===== src/rtl/pulser_pkg.sv =====
// Shared definitions for the push-button pulser: per-channel FSM state encoding
// and the counter sizing rule used by every channel.
package pulser_pkg;

    typedef logic [2:0] state_t;

    localparam state_t ST_IDLE        = 3'd0;
    localparam state_t ST_DEB_PRESS   = 3'd1;
    localparam state_t ST_PULSE       = 3'd2;
    localparam state_t ST_HELD        = 3'd3;
    localparam state_t ST_DEB_RELEASE = 3'd4;

    // One counter serves debounce and repeat timing, so it is sized for the largest of the three.
    function automatic int cnt_width(input int debounce, input int rpt_delay, input int rpt_period);
        int m;
        m = debounce;
        if (rpt_delay > m) m = rpt_delay;
        if (rpt_period > m) m = rpt_period;
        return $clog2(m) + 1;
    endfunction

endpackage


===== src/rtl/pulser_channel.sv =====
// One push-button channel: 2-flop synchroniser, debounce/auto-repeat FSM and
// a single saturating counter, with registered pulse and held outputs.
module pulser_channel
    import pulser_pkg::*;
#(
    parameter int DEBOUNCE      = 4,
    parameter int REPEAT_EN     = 0,
    parameter int REPEAT_DELAY  = 16,
    parameter int REPEAT_PERIOD = 8
) (
    input  logic clk,
    input  logic reset,
    input  logic btn_in,
    output logic pulse,
    output logic held
);

    localparam int CW = cnt_width(DEBOUNCE, REPEAT_DELAY, REPEAT_PERIOD);

    localparam logic [CW-1:0] CNT_ZERO = '0;
    localparam logic [CW-1:0] CNT_ONE  = CW'(1);
    localparam logic [CW-1:0] CNT_MAX  = '1;
    localparam logic [CW-1:0] DEB_CNT  = CW'(DEBOUNCE);
    // HELD is entered one cycle after the initial pulse and the pulse itself is registered,
    // hence DELAY-2 for the first repeat; later repeats restart from zero in the pulse cycle.
    localparam logic [CW-1:0] DLY_CNT  = CW'(REPEAT_DELAY - 2);
    localparam logic [CW-1:0] PER_CNT  = CW'(REPEAT_PERIOD - 1);

    logic          sync1_q, sync2_q;
    state_t        state_q, state_d;
    logic [CW-1:0] cnt_q, cnt_d;
    logic          rpt_q, rpt_d;
    logic          pulse_q, pulse_d;
    logic          held_q, held_d;
    logic [CW-1:0] cnt_inc;

    assign cnt_inc = (cnt_q == CNT_MAX) ? cnt_q : cnt_q + 1'b1;

    // NOTE: every always_comb output gets a default before the case so no path can infer a latch.
    always_comb begin
        state_d = state_q;
        cnt_d   = cnt_q;
        rpt_d   = rpt_q;
        pulse_d = 1'b0;
        case (state_q)
            ST_IDLE: begin
                cnt_d = sync2_q ? CNT_ONE : CNT_ZERO;
                if (sync2_q) state_d = ST_DEB_PRESS;
            end
            ST_DEB_PRESS: begin
                if (!sync2_q) begin
                    state_d = ST_IDLE;
                    cnt_d   = CNT_ZERO;
                end else if (cnt_q == DEB_CNT) begin
                    state_d = ST_PULSE;
                    cnt_d   = CNT_ZERO;
                    pulse_d = 1'b1;
                end else begin
                    cnt_d = cnt_inc;
                end
            end
            ST_PULSE: begin
                state_d = ST_HELD;
                cnt_d   = CNT_ZERO;
                rpt_d   = 1'b0;
            end
            ST_HELD: begin
                if (!sync2_q) begin
                    state_d = ST_DEB_RELEASE;
                    cnt_d   = CNT_ONE;
                end else if ((REPEAT_EN != 0) && (cnt_q == (rpt_q ? PER_CNT : DLY_CNT))) begin
                    pulse_d = 1'b1;
                    cnt_d   = CNT_ZERO;
                    rpt_d   = 1'b1;
                end else begin
                    cnt_d = cnt_inc;
                end
            end
            ST_DEB_RELEASE: begin
                if (sync2_q) begin
                    state_d = ST_HELD;
                    cnt_d   = CNT_ZERO;
                    rpt_d   = 1'b0;
                end else if (cnt_q == DEB_CNT) begin
                    state_d = ST_IDLE;
                    cnt_d   = CNT_ZERO;
                end else begin
                    cnt_d = cnt_inc;
                end
            end
            default: begin
                state_d = ST_IDLE;
                cnt_d   = CNT_ZERO;
                rpt_d   = 1'b0;
            end
        endcase
        held_d = (state_d == ST_PULSE) || (state_d == ST_HELD) || (state_d == ST_DEB_RELEASE);
    end

    // NOTE: sequential state uses non-blocking assignments so all flops update from pre-edge values.
    always_ff @(posedge clk) begin
        if (reset) begin
            sync1_q <= 1'b0;
            sync2_q <= 1'b0;
            state_q <= ST_IDLE;
            cnt_q   <= CNT_ZERO;
            rpt_q   <= 1'b0;
            pulse_q <= 1'b0;
            held_q  <= 1'b0;
        end else begin
            sync1_q <= btn_in;
            sync2_q <= sync1_q;
            state_q <= state_d;
            cnt_q   <= cnt_d;
            rpt_q   <= rpt_d;
            pulse_q <= pulse_d;
            held_q  <= held_d;
        end
    end

    assign pulse = pulse_q;
    assign held  = held_q;

endmodule


===== src/rtl/pulser_bank.sv =====
// Bank of independent debounced push-button pulsers, one pulser_channel per bit.
module pulser_bank
    import pulser_pkg::*;
#(
    parameter int CHANNELS      = 4,
    parameter int DEBOUNCE      = 4,
    parameter int REPEAT_EN     = 0,
    parameter int REPEAT_DELAY  = 16,
    parameter int REPEAT_PERIOD = 8
) (
    input  logic                clk,
    input  logic                reset,
    input  logic [CHANNELS-1:0] btn_in,
    output logic [CHANNELS-1:0] pulse,
    output logic [CHANNELS-1:0] held
);

    for (genvar i = 0; i < CHANNELS; i++) begin : g_ch
        pulser_channel #(
            .DEBOUNCE      (DEBOUNCE),
            .REPEAT_EN     (REPEAT_EN),
            .REPEAT_DELAY  (REPEAT_DELAY),
            .REPEAT_PERIOD (REPEAT_PERIOD)
        ) u_ch (
            .clk    (clk),
            .reset  (reset),
            .btn_in (btn_in[i]),
            .pulse  (pulse[i]),
            .held   (held[i])
        );
    end

endmodule


===== config.mk =====
export PLATFORM = sky130hd
export DESIGN_NAME = pulser_bank
export DESIGN_NICKNAME = d
export VERILOG_FILES = /design/src/rtl/pulser_pkg.sv /design/src/rtl/pulser_channel.sv /design/src/rtl/pulser_bank.sv
export SDC_FILE = /design/constraint.sdc
export NUM_CORES = 1
export LEC_CHECK = 0
export BUFFER_PORTS_ARGS = -buffer_cell sky130_fd_sc_hd__buf_4
export CORE_MARGIN = 2
export CORE_UTILIZATION = 56
export CTS_BUF_LIST = sky130_fd_sc_hd__clkbuf_8
export CTS_CLUSTER_DIAMETER = 100
export CTS_CLUSTER_SIZE = 14
export DETAILED_ROUTE_END_ITERATION = 12
export PLACE_DENSITY_LB_ADDON = 0.08
export SYNTH_ARGS = -nofsm -noshare
export SYNTH_HDL_FRONTEND = slang
export SYNTH_SLANG_ARGS = --single-unit

===== constraint.sdc =====
create_clock -name clk -period 1.4 [get_ports clk]
set_input_delay 0 -clock clk [delete_from_list [all_inputs] [get_ports clk]]
set_output_delay 0 -clock clk [all_outputs]
set_load 0.01 [all_outputs]

[Yosys cells after proc, flatten, opt, wreduce, memory -nomap -nowiden]
Index checks and enable logic that the tools add are counted.
Word-level totals
  flip-flop bits (word level): 48
  input port bits: 6
  output and inout port bits: 8
  word-level logic and storage cells: 148
Operators by class
  add/subtract/negate cells: 4
  equal/unequal tests: 36
  muxes and demuxes: 60
  bitwise operators: 8
  reductions and logical operators: 16
Operators by type and width (number)
  $mux 5: 20
  $pmux 5 s4: 4
  $mux 3: 24
  $pmux 3 s5: 4
  $eq 3x2->1 const B: 16
  $eq 3x3->1 const B: 8
  $add 5x1->5 const B: 4
  $eq 5x3->1 const B: 4
  $eq 5x5->1 const B: 4
  $eq 3x1->1 const B: 4
  $logic_not 3->1: 4
  $reduce_or 3->1: 4
  $logic_or 1x1->1: 8
  $mux 1: 8
  $not 1->1: 8

[Depth between registers and ports, before layout]
  depth after elaboration: 7
  mapped depth: 6
  gate-level depth less buffers: 6

[Hierarchy]
From an unflattened synthesis, not the netlist that was laid out.
Unflattened totals
  cell total of the unflattened synthesis: 247
  area total of the unflattened synthesis: 2438.6 µm²
Modules (own cells, without submodules)
  pulser_channel at g_ch[0].u_ch ...: times used 3, cells each 62, area an instance 603.1 µm², sequential area each 240.2 µm²
  pulser_channel at g_ch[3].u_ch: times used 1, cells each 61, area an instance 629.4 µm², sequential area each 240.2 µm²

[Worst setup path before layout]
OpenSTA, ideal clock, no wires.
  kind: register -> register
  from: reg g_ch[3].u_ch.cnt_q[0]
  to: reg g_ch[3].u_ch.held_q
  setup time: 58 ps
  data arrival time: 1428 ps
  required time: 1342 ps
  slack: -86 ps
  stages on the path, launching flop included: 7
  buffers on the path: 0
  period minus slack after synthesis: 1486 ps
  cell sequence: dfxtp_1 -> inv_1 -> ha_1 -> nand4bb_4 -> or4b_4 -> a31oi_2 -> or2_1
Between the ends
  word-level cells in the longest chain between the ends: 7
  elaborated cells between the ends (all ways): 11
  those cells by class: 4 x eq/ne; 5 x mux; 2 x reduce/logical
Ends and longest elaborated chain
  from (decl): line pulser_channel.sv:31  | logic [CW-1:0] cnt_q, cnt_d;
  from (signal assigned): line pulser_channel.sv:114  | cnt_q <= cnt_d;
  $eq 5x3->1 (*): line pulser_channel.sv:54, pulser_channel.sv:84
  $mux 3, on equally long branches: line pulser_channel.sv:84, pulser_channel.sv:54
  $mux 3, on equally long branches: line pulser_channel.sv:80, pulser_channel.sv:51
  $pmux 3 s5 (*): line pulser_channel.sv:45  | case (state_q)
  $eq 3x2->1: line pulser_channel.sv:97  | held_d = (state_d == ST_PULSE) || (state_d == ST_HELD) || (state_d == ST_DEB_RELEASE);
  $logic_or 1x1->1: line pulser_channel.sv:97
  $logic_or 1x1->1 (*): line pulser_channel.sv:97
  to (signal assigned): line pulser_channel.sv:117  | held_q <= held_d;
  to (decl): line pulser_channel.sv:34  | logic held_q, held_d;
Mark *: on every way between the ends. The rest lies on a longest branch, timed or not.
A chain may end at the register's enable or synchronous reset.

[Worst setup path in the final report]
  from: reg g_ch[1].u_ch.cnt_q[1]
  to: reg g_ch[1].u_ch.held_q
Between the ends
  word-level cells in the longest chain between the ends: 7
  elaborated cells between the ends (all ways): 11
  those cells by class: 4 x eq/ne; 5 x mux; 2 x reduce/logical
Ends and longest elaborated chain (line)
  from (decl): pulser_channel.sv:31
  from (signal assigned): pulser_channel.sv:114
  $eq 5x3->1 (*): pulser_channel.sv:54, pulser_channel.sv:84
  $mux 3, on equally long branches: pulser_channel.sv:84, pulser_channel.sv:54
  $mux 3, on equally long branches: pulser_channel.sv:80, pulser_channel.sv:51
  $pmux 3 s5 (*): pulser_channel.sv:45
  $eq 3x2->1: pulser_channel.sv:97
  $logic_or 1x1->1: pulser_channel.sv:97
  $logic_or 1x1->1 (*): pulser_channel.sv:97
  to (signal assigned): pulser_channel.sv:117
  to (decl): pulser_channel.sv:34
Marked as above.

==> results by group <==
Global route
  – Initial antenna violation count: 0
  – GRT overflow: 0
  – Vias in the first global route: 1763
  – Largest net degree at the start of global routing: 24
  – All-Layer GR Usage: 0.212
  – First-pass GRT wire length: 7410 um

Timing
  – RSZ-0062 raised after global routing: yes
  – Post-route clock period utilization: 1.06
  – Pins Over Slew Limit: 0
  – Final setup viols: 8
  – Tightest Pin Transition: 0.295 ns
  – Slew HR: 0.800
  – Crit path time final: around 1.5 ns
  – Worst Slack Setup Final: -0.0798 ns
  – Final hold slack: around 0.048 ns
  – Final hold violations: 0
  – Fmax: 676 MHz
  – Setup Skew: around 0.0058 ns

Cells and area
  – Area Growth Syn to Fin: 31.3%
  – Post-route cell area: 3020 um^2
  – # nets final: just over 300
  – Diode count: 0
  – Layout cells sized above 1: 0.351
  – Fin util: 0.759
  – Final non-filler cell total: around 350

Power
  – Pwr/cell area: about 840 nW/um^2
  – Lkg Pwr: between 1 and 1.5 nW
  – Overall Power: approximately 2.5 mW
  – Worst vdd ir: between 0.6 and 0.7 mV

Place
  – IO buf count: 13
  – Final HPWL DP: 2870 um
  – Dpl cell area: 2660 um^2
  – Placed cells: ~330
  – RePlAce Congestion: 0.853

Min path
  – Hold Crit Start: reset
  – Hold crit path type: in2reg

Synthesis
  – Post-synth ARST share: 0
  – #FFs+latches synth: 48
  – Share of the synthesized area in the top cell type: 0.419
  – Top post-synthesis cells by area: dfxtp_1 (42%), ha_1 (4.4%), nor2b_1 (4.1%)
  – Syn_area_per_cell: roughly 9.3 um^2
  – Mapped cell area: roughly 2300 um^2
  – Yosys warnings: 0
  – Synthesized Nets: 261
  – Cell accounting for the most synthesized area: dfxtp_1
  – Sequential share of the synthesized area: 0.419
  – Cell variety after synth: 46
  – Main synth FF type: dfxtp_1
  – Post-synth top cells: dfxtp_1 (48), nor2_1 (24), a21oi_1 (18)
  – Post-synth EDFFs: 0
  – Post-Syn Instances: 247
  – Most frequent cell after synthesis: dfxtp_1

Floorplan
  – Die H: around 70 um
  – Io pins: 14
  – Die area: around 4600 um^2
  – Rows: 23
  – Die X: just under 70 um
  – Core area: about 4000 um^2
  – Initial Utilization: 0.578

Job
  – Max-cap violations: 0

CTS
  – CTS root buffer: clkbuf_8
  – # H-tree levels: 2
  – Clock transition at path regs: roughly 0.090 ns
  – Cts bufs inserted: 5
  – Worst skew pair latency: around 0.30 ns
  – Clock Sinks: between 40 and 50
  – Worst-case clock buffer depth: 2
  – CTS tree: built

Drt
  – Final antenna-violating net count: 0
  – Drt drc: 0
  – Initial DRC count: 70
  – WL final: around 4500 um
  – Vias per inst: roughly 5.4
  – First-pass DRT Iterations: 4
  – DR WL/cell: between 10 and 15 um
  – Vias: roughly 1900

Run status
  – Failing checks: negative setup slack
  – Status: complete, but fails checks

Critical path
  – FF-to-FF Start: g_ch[1].u_ch.cnt_q[1]
  – CP Max Fanout: 2
  – Startpoint Class: flip-flop
  – Reg2reg setup slack: -0.08 ns
  – Worst setup startpoint: g_ch[1].u_ch.cnt_q[1]
  – Crit path capture type: flip-flop
  – Crit path arrival time: ~1.7 ns
  – Critical path required time: ~1.7 ns
  – Type of the worst setup path: reg2reg
[cell type report]
class                           count  area [um^2]
Inverter                           14         52.6
Clock inverter                      3         38.8
Multi-Input combinational cell    168         1360
Timing Repair Buffer               58          457
Fill cell                         288          956
Clock buffer                        5         68.8
Tap cell                           50         62.6
Sequential cell                    48          972
[routing by layer]
metal  GRT usage  routed length [um]  up-vias  share of wire
li1            -                   -      967              -
met1       0.242                2050      877           0.46
met2       0.371                2220       26           0.50
met3      0.0543                 122        7          0.027
met4      0.0900                  82        0          0.018
met5           0                   0        -              0
[cell usage in the layout (no fill, tap or decap), drive strengths merged, types with 8 or more instances in the layout]
master	count
a21oi	18
buf	54
dfxtp	48
ha	8
inv	15
nand2b	9
nand4	8
nor2	24
nor2b	15
xnor2	8
[power by group]
group,switching (mW),total [mW],internal (mW)
Sequential,0.0189,1.40,1.38
Clock,0.450,0.973,0.523
Combinational,0.0740,0.150,0.0759
Total,0.543,2.53,1.98
[timing repair]
action,4_1_cts,5_1_grt
buffers inserted,3,3
pin swaps,19,15
setup endpoints to repair,18,31
gates resized for setup,30,11
hold endpoints to repair,4,0
hold buffers,4,0
[logic make-up (layout without fill, tap and decap cells)]
group | count (synthesis) | in the layout | share of synthesized area
adder cells (fa/ha/maj) | 8 | 8 | 0.0436
AND/OR/NAND/NOR | 91 | 91 | 0.252
buffers and inverters | 31 | 80 | 0.0654
XOR/XNOR | 12 | 12 | 0.0458
multiplexers | 1 | 1 | 0.00436
AO/OA/AOI/OAI | 56 | 56 | 0.170
flip-flops | 48 | 48 | 0.419
[worst paths after layout]
path / end / cells past startpoint
setup / recovery: g_ch[1].u_ch.held / 6
hold / removal: g_ch[0].u_ch.state_q[1] / 2
setup reg to reg: g_ch[1].u_ch.held / 6
hold reg to reg: g_ch[1].u_ch.sync2_q / 1
[worst max-delay path: stages (launching register included)]
cell	delay, ns
dfxtp_2	0.33
inv_2	0.07
ha_4	0.13
nand4bb_4	0.11
or4b_4	0.51
a31oi_4	0.18
or2_1	0.11
[registers in the layout, summed over array words and instances, names as in the netlist]
| signal | flops |
|---|---|
| g_ch.u_ch.state_q | 12 |
| g_ch.u_ch.pulse | 4 |
| g_ch.u_ch.held | 4 |
| g_ch.u_ch.cnt_q | 20 |
| g_ch.u_ch.sync1_q | 4 |
| g_ch.u_ch.sync2_q | 4 |
[through the flow]
step	worst slack (ns)	setup TNS [ns]
6_report	-0.0798	-0.459
5_1_grt	-0.173	-1.35
4_1_cts	-0.108	-0.401
3_5_place_dp	-0.124	-0.829
3_3_place_gp	-0.0720	-0.453
2_1_floorplan	-0.0808	-0.154
Note: power is estimated with default switching activity, not from simulation.
